`config.mk`:
```
export PLATFORM = sky130hd
export DESIGN_NAME = speck_decrypt_core
export DESIGN_NICKNAME = d
export VERILOG_FILES = /design/src/rtl/speck_decrypt_core.sv
export SDC_FILE = /design/constraint.sdc
export NUM_CORES = 2
export LEC_CHECK = 0
export ABC_CLOCK_PERIOD_IN_PS = 28000
export CORE_MARGIN = 1
export CORE_UTILIZATION = 40
export CTS_BUF_LIST = sky130_fd_sc_hd__clkbuf_8
export DETAILED_ROUTE_END_ITERATION = 10
export GPL_TIMING_DRIVEN = 0
export PLACE_DENSITY = 0.67
export SYNTH_ARGS = -nofsm -noshare
export SYNTH_HDL_FRONTEND = slang
export SYNTH_SLANG_ARGS = --single-unit
```
`constraint.sdc`:
```
create_clock -name clk -period 28 [get_ports clk]
set_input_delay 5.6 -clock clk [delete_from_list [all_inputs] [get_ports clk]]
set_output_delay 5.6 -clock clk [all_outputs]
set_load 0.02 [all_outputs]
```
`src/rtl/speck_decrypt_core.sv`:
```
// Iterative SPECK block decryptor: expands round keys into a local store, then runs rounds in reverse.
// Optional macro SPECK_KEY_CACHE_EN keeps the last expanded key so a repeated key skips expansion.
module speck_decrypt_core #(
    parameter int unsigned WORD_SIZE = 64,
    parameter int unsigned KEY_WORDS = 2,
    parameter int unsigned NR_ROUNDS = 32,
    parameter int unsigned ALPHA     = 8,
    parameter int unsigned BETA      = 3
) (
    input  logic                           clk,
    input  logic                           rst,
    input  logic                           start,
    input  logic [2*WORD_SIZE-1:0]         ciphertext,
    input  logic [KEY_WORDS*WORD_SIZE-1:0] key,
    output logic                           busy,
    output logic                           finished,
    output logic [2*WORD_SIZE-1:0]         plaintext
);
    localparam int unsigned   CW          = $clog2(NR_ROUNDS);
    localparam int unsigned   LW          = KEY_WORDS - 1;
    localparam logic [CW-1:0] CNT_LAST    = CW'(NR_ROUNDS - 1);
    localparam logic [CW-1:0] CNT_EXP_END = CW'(NR_ROUNDS - 2);

    typedef logic [WORD_SIZE-1:0] word_t;
    typedef enum logic [1:0] {IDLE, EXPAND, DECRYPT, DONE} state_t;

    function automatic word_t ror_w(input word_t v, input int unsigned s);
        return (v >> s) | (v << (WORD_SIZE - s));
    endfunction

    function automatic word_t rol_w(input word_t v, input int unsigned s);
        return (v << s) | (v >> (WORD_SIZE - s));
    endfunction

    state_t                 state_q, state_d;
    logic [CW-1:0]          cnt_q, cnt_d;
    word_t                  x_q, x_d, y_q, y_d, k_q, k_d;
    word_t                  l_q [LW];
    word_t                  l_d [LW];
    word_t                  rk_q [NR_ROUNDS];
    word_t                  rk_d [NR_ROUNDS];
    logic                   busy_q, busy_d, finished_q, finished_d;
    logic [2*WORD_SIZE-1:0] plaintext_q, plaintext_d;
    word_t                  new_l, k_next, y_dec, x_dec;
`ifdef SPECK_KEY_CACHE_EN
    logic                           cache_valid_q, cache_valid_d;
    logic [KEY_WORDS*WORD_SIZE-1:0] cache_key_q, cache_key_d, key_q, key_d;
`endif

    always_comb begin
        state_d     = state_q;
        cnt_d       = cnt_q;
        x_d         = x_q;
        y_d         = y_q;
        k_d         = k_q;
        l_d         = l_q;
        rk_d        = rk_q;
        plaintext_d = plaintext_q;
        finished_d  = 1'b0;
`ifdef SPECK_KEY_CACHE_EN
        cache_valid_d = cache_valid_q;
        cache_key_d   = cache_key_q;
        key_d         = key_q;
`endif
        new_l  = (k_q + ror_w(l_q[0], ALPHA)) ^ word_t'(cnt_q);
        k_next = rol_w(k_q, BETA) ^ new_l;
        y_dec  = ror_w(x_q ^ y_q, BETA);
        x_dec  = rol_w((x_q ^ rk_q[cnt_q]) - y_dec, ALPHA);

        case (state_q)
            IDLE: begin
                if (start) begin
                    x_d      = ciphertext[2*WORD_SIZE-1:WORD_SIZE];
                    y_d      = ciphertext[WORD_SIZE-1:0];
                    k_d      = key[WORD_SIZE-1:0];
                    for (int unsigned j = 0; j < LW; j++) begin
                        l_d[j] = key[(j+1)*WORD_SIZE +: WORD_SIZE];
                    end
                    rk_d[0]  = key[WORD_SIZE-1:0];
                    cnt_d    = '0;
                    state_d  = EXPAND;
`ifdef SPECK_KEY_CACHE_EN
                    key_d = key;
                    if (cache_valid_q && (key == cache_key_q)) begin
                        cnt_d   = CNT_LAST;
                        state_d = DECRYPT;
                    end else begin
                        cache_valid_d = 1'b0;
                    end
`endif
                end
            end
            EXPAND: begin
                // l words form a shift register; the freshly derived word enters at the top
                k_d = k_next;
                for (int unsigned j = 0; j + 1 < LW; j++) begin
                    l_d[j] = l_q[j+1];
                end
                l_d[LW-1]            = new_l;
                rk_d[cnt_q + 1'b1]   = k_next;
                if (cnt_q == CNT_EXP_END) begin
                    cnt_d   = CNT_LAST;
                    state_d = DECRYPT;
`ifdef SPECK_KEY_CACHE_EN
                    cache_valid_d = 1'b1;
                    cache_key_d   = key_q;
`endif
                end else begin
                    cnt_d = cnt_q + 1'b1;
                end
            end
            DECRYPT: begin
                x_d = x_dec;
                y_d = y_dec;
                if (cnt_q == '0) begin
                    state_d = DONE;
                end else begin
                    cnt_d = cnt_q - 1'b1;
                end
            end
            DONE: begin
                plaintext_d = {x_q, y_q};
                finished_d  = 1'b1;
                state_d     = IDLE;
            end
            default: state_d = IDLE;
        endcase
        // Outputs are registered, so the DONE cycle shows up one clock later with busy already low.
        busy_d = (state_d != IDLE);
    end

    always_ff @(posedge clk) begin
        if (rst) begin
            state_q     <= IDLE;
            cnt_q       <= '0;
            busy_q      <= 1'b0;
            finished_q  <= 1'b0;
            plaintext_q <= '0;
`ifdef SPECK_KEY_CACHE_EN
            cache_valid_q <= 1'b0;
`endif
        end else begin
            state_q     <= state_d;
            cnt_q       <= cnt_d;
            busy_q      <= busy_d;
            finished_q  <= finished_d;
            plaintext_q <= plaintext_d;
`ifdef SPECK_KEY_CACHE_EN
            cache_valid_q <= cache_valid_d;
`endif
        end
    end

    always_ff @(posedge clk) begin
        x_q  <= x_d;
        y_q  <= y_d;
        k_q  <= k_d;
        l_q  <= l_d;
        rk_q <= rk_d;
`ifdef SPECK_KEY_CACHE_EN
        cache_key_q <= cache_key_d;
        key_q       <= key_d;
`endif
    end

    assign busy      = busy_q;
    assign finished  = finished_q;
    assign plaintext = plaintext_q;

endmodule
```
# ---- Word-level counts from Yosys, hierarchy flattened
# Cells that the tools add are included.
dict set report classes {
  n_bitwise 10
  n_eq_ne 6
  n_reduce_logical 10
  magnitude_cmp 3
  muxes 24
  addsub 4
}
# cell n
set ops {}
lappend ops {{$bwmux 2048} 1}
lappend ops {{$pmux 64 s2} 5}
lappend ops {{$mux 64} 7}
lappend ops {{$bmux 64 s5} 1}
lappend ops {{$demux 64 s5} 1}
lappend ops {{$xor 64x64->64} 3}
lappend ops {{$add 64x64->64} 1}
lappend ops {{$or 56x64->64} 1}
lappend ops {{$or 61x64->64} 1}
lappend ops {{$or 64x3->64} 1}
lappend ops {{$or 64x8->64} 1}
lappend ops {{$sub 64x64->64} 1}
lappend ops {{$xor 64x5->64} 1}
lappend ops {{$mux 5} 3}
lappend ops {{$pmux 5 s3} 1}
lappend ops {{$ge 6x6->1 const B} 2}
lappend ops {{$not 5->6} 2}
lappend ops {{$pmux 2 s4} 1}
lappend ops {{$lt 6x1->1 const B} 1}
lappend ops {{$mux 2} 3}
lappend ops {{$reduce_bool 2->1} 3}
lappend ops {{$add 5x1->5 const B} 1}
lappend ops {{$eq 5x5->1 const B} 1}
lappend ops {{$logic_not 5->1} 1}
lappend ops {{10 further kinds} 13}
dict set report word_totals {
  out_inout_bits 130
  inputBits 259
  regBits 2441
}

# ---- Depth between registers and ports, before layout
dict set report depth {
  depth_word 8
  depth_mapped 21
  ltp_nobuf 17
}

# ---- Least setup slack after synthesis
# No wires, ideal clock.
dict set report synth_timing {
  path_kind {in2reg}
  from {in start}
  to {reg rk_q[1984] in the netlist's numbering (enable)}
  arrival_ns 13.123
  path_stages 3
  setup_slack_ns 14.384
  cell_sequence {nand2_1 o21ai_0 nor2b_1}
}
dict set report synth_via {
  elab_chain_cells 2
}
# item line_no
set synth_lines {}
lappend synth_lines {{start: declaration} 12} ;# input logic start,
lappend synth_lines {{$ne 2x2->1 (no line)} n/a}
lappend synth_lines {{$reduce_and 2->1 (no line)} n/a}
lappend synth_lines {{end signal: assignment} 159} ;# rk_q <= rk_d;
lappend synth_lines {{end: declaration} 40} ;# word_t rk_q [NR_ROUNDS];
# No other way between the ends.
# A chain may end at the register's enable or synchronous reset.

# ---- Final worst setup path
dict set report layout_timing {
  from {reg cnt_q[1]}
  to {reg x_q[4] (data pin)}
}
dict set report layout_via {
  elab_chain_cells 8
}
# item line_no
set layout_lines {}
lappend layout_lines {{start: declaration} 36} ;# logic [CW-1:0] cnt_q, cnt_d;
lappend layout_lines {{start signal: assignment} 144} ;# cnt_q <= cnt_d;
lappend layout_lines {{$not 5->6 (not written as such)} 68} ;# x_dec = rol_w((x_q ^ rk_q[cnt_q]) - y_dec, ALPHA);
lappend layout_lines {{$bmux 64 s5} 68}
lappend layout_lines {{$mux 64 (not written as such) (2 in a row)} 68}
lappend layout_lines {{$xor 64x64->64} 68}
lappend layout_lines {{$sub 64x64->64} 68}
lappend layout_lines {{$or 64x8->64} 32} ;# return (v << s) | (v >> (WORD_SIZE - s));
lappend layout_lines {{$pmux 64 s2} 70} ;# case (state_q)
lappend layout_lines {{net x_d[4]} 37} ;# word_t x_q, x_d, y_q, y_d, k_q, k_d;
lappend layout_lines {{end signal: assignment} 155} ;# x_q <= x_d;
lappend layout_lines {{end: declaration} 37}
# The timed path passes the listed nets, and every way through them passes these cells. The select of a mux whose other input is x is not followed.

==> results.py <==
metrics = {
    "run_status": {
        "status": "complete, but fails checks",
        "violations": "capacitance limit, slew limit",
    },
    "placed_design": {
        "dp_hpwl_um": 240000,
        "port_buffers": 387,
        "routabilityCongestion": 0.9228,
        "postPlaceCellArea_mm2": 0.1147,
        "dp_cells": 9497,
        "place_ws_ns": 17.62,
    },
    "power": {
        "p_leak_nw": 38.56,
        "power_mw": 10.24,
        "p_per_area_mw_per_mm2": 83.91,
        "ir_worst_vdd_uv": 56.58,
    },
    "sta": {
        "fin_crit_sh_pct": 37.69,
        "max-slew-margin-rel_pct": -3.894,
        "worst_slack_ns": 17.45,
        "finalSetupViolCount": 0,
        "slew_violations": 22,
        "rsz0062_at_grt": "no",
        "min_period_ns": 10.55,
        "hold_viol_final": 0,
        "skew_ns": 0.1292,
        "tightest_slew_ns": 1.558,
        "finalSetupTns_ns": 0,
        "fmax_mhz": 94.75,
        "whs_ns": 0.4982,
    },
    "cts": {
        "cts-root-buf": "clkbuf_8",
        "cts_num_sinks": 2441,
        "cts_tree": "done",
        "cts_setup_buffers": 0,
        "htree_levels": 5,
        "cts-hold-fix-buffers": 0,
        "cts_buffers": 403,
        "clock_latency_ns": 1.12,
        "clock_path_buffers": 4,
        "clk_pin_slew_worst_paths_ns": 0.06,
        "cts_resized": 0,
    },
    "global_routing": {
        "grt_max_degree": 33,
        "grtUsageMet1_pct": 33.43,
        "grt_busiest_layer": "met2",
        "grt_pass1_wl_um": 449200,
        "grt_util_all_layers_pct": 24.97,
        "use_met3_pct": 6.040,
        "grt_use_met2_pct": 39.11,
        "antenna_found_initial": 28,
        "grt_overflow": 0,
        "first_global_vias": 58490,
    },
    "finish": {
        "layout_commonest_cell": "edfxtp_1",
        "fin_area_mm2": 0.1220,
        "final_cell_mix": "2304 x edfxtp_1, 640 x mux4_2, 420 x clkbuf_8, 387 x clkdlybuf4s50_1, 347 x nor2_1",
        "final_core_utilization_pct": 47.89,
        "finalNonFillerCells": 10210,
        "area_growth_pct": 18.61,
        "final_nets": 6939,
        "fillers": 21050,
        "drive_gt1_share_pct": 22.19,
    },
    "floorplan": {
        "dieArea_mm2": 0.2593,
        "initial_utilization_pct": 40.38,
        "die_h_um": 509.2,
        "num_io_pins": 389,
        "die_w_um": 509.2,
        "core_mm2": 0.2549,
        "row_count": 185,
    },
    "synthesis": {
        "synth_nets": 5998,
        "async_reset_ff_share_pct": 0,
        "synth_edf_count": 2304,
        "synth_cells": 5596,
        "synth-seq-cells": 2441,
        "synth.cell_area_mm2": 0.1029,
        "synthFlopType": "edfxtp_1",
        "synth_top_area_cell": "edfxtp_1",
        "yosys_warnings": 0,
        "avgSynthCellArea_um2": 18.39,
        "yosysSeqAreaShare_pct": 69.90,
        "yosys-top-cells-area": "edfxtp_1 67%, mux4_2 14%, dfxtp_1 2.7%, xnor2_1 2.2%, mux2i_1 1.9%",
        "synthDistinctLibCells": 72,
        "synth_top_area_share_pct": 67.24,
    },
    "run": {
        "maxCapViolCount": 2,
    },
    "detailed_routing": {
        "firstDrtPassIters": 6,
        "drcViolationCount": 0,
        "vias": 60020,
        "wl_per_cell_um": 32.11,
        "ant_nets": 0,
        "viasPerCell": 5.877,
        "drtIter0Drc": 8098,
        "routed_wl_um": 327900,
    },
    "critical_path": {
        "cpPeakStageDelay_ns": 1.05,
        "crit_arrival_ns": 11.35,
        "worstSetupStartpointType": "flop",
        "path_max_fanout": 10,
        "required_ns": 28.80,
        "cp_cell_sequence": "clkbuf_1 > clkbuf_2 > clkbuf_1 > buf_1 > mux4_2 > mux4_2 > mux2i_1 > xnor2_1 > fa_1 > a21oi_1 > o211ai_1 > a311oi_1 > nor2_1 > a41oi_1 > o31ai_1 > a31oi_1 > o311ai_1 > xor2_1 > mux2_2",
        "cpMaxStageDelayCell": "clkbuf_1",
        "end_kind": "flop",
        "worst-path-buf-inv": 4,
        "setup.worst_path.class": "reg2reg",
        "crit_family": "buffers and inverters",
    },
    "hold_path": {
        "hold_path.class": "reg2reg",
    },
}
==> power by group <==
| group | internal, mW | leakage, nW | total (mW) | switching [mW] |
|---|---|---|---|---|
| clock | 1.51 | 4.21 | 2.93 | 1.42 |
| combinational | 0.606 | 12.3 | 2.30 | 1.70 |
| sequential | 4.95 | 22.0 | 5.01 | 0.0619 |
==> kinds of logic after synthesis <==
family                     share of synthesized area (%)
muxes                                              17.24
and+or+nand+nor                                    3.036
DFF                                                69.90
xor gates and xnor gates                           2.893
adders and majority gates                          1.753
buffers and inverters                              1.368
AOI/OAI and AO/OA                                  3.804
==> final timing paths <==
| check | startpoint | end | slack, ns | cells past startpoint |
|---|---|---|---|---|
| setup / recovery | cnt_q[1] | x_q[4] | 17.45 | 19 |
| hold / removal | plaintext[27] | plaintext[27] | 0.50 | 2 |
| setup reg to reg | cnt_q[1] | x_q[4] | 17.45 | 19 |
| hold reg to reg | plaintext[27] | plaintext[27] | 0.50 | 2 |
==> per-layer routing <==
layer  vias up  part of all wire (%)
met5         -                 0.041
met4        22                   4.2
met3       633                    10
met2      3731                    46
met1     31190                    39
li1      24440                     -
==> cell usage after synthesis (16+ instances only) <==
cell type     n
a211oi_1     21
nor3_1       16
a21o_1       51
nand4_1      49
o21ai_0      92
o21a_1       21
o21bai_1     37
mux2_2      124
buf_1        80
mux4_2      640
ha_1        141
nor2_1      378
and2_1       43
edfxtp_1   2304
mux2i_1     193
xnor2_1     255
a31oi_1      20
xor2_1       72
a21oi_1     284
dfxtp_1     137
inv_1        78
clkbuf_1    201
nand2_1     153
nand3_1      25
==> cell type report <==
type | instances | area (um2) | share of cell area (%)
Antenna cell | 10 | 25.02 | 0.02050
Buffer | 293 | 1132 | 0.9278
Clock buffer | 420 | 5781 | 4.736
Clock inverter | 285 | 1565 | 1.283
Inverter | 78 | 292.8 | 0.2399
Multi-Input combinational cell | 2784 | 30050 | 24.62
Sequential cell | 2441 | 71930 | 58.94
Tap cell | 3366 | 4212 | 3.451
Timing Repair Buffer | 536 | 7057 | 5.782
==> state kept, by name, indices dropped and copies added, names as in the netlist <==
register	count
busy	1
plaintext	128
l_q	64
y_q	64
k_q	64
finished	1
cnt_q	5
state_q	2
rk_q	2048
x_q	64
==> tightest hold or removal path: cells and delay by family, from the launching register on <==
family / cells / cell delay, ns
flip-flops: 1 / 0.33
multiplexers: 1 / 0.07
AND/OR/NAND/NOR: 1 / 0.07
Note: power is estimated with default switching activity, not from simulation.
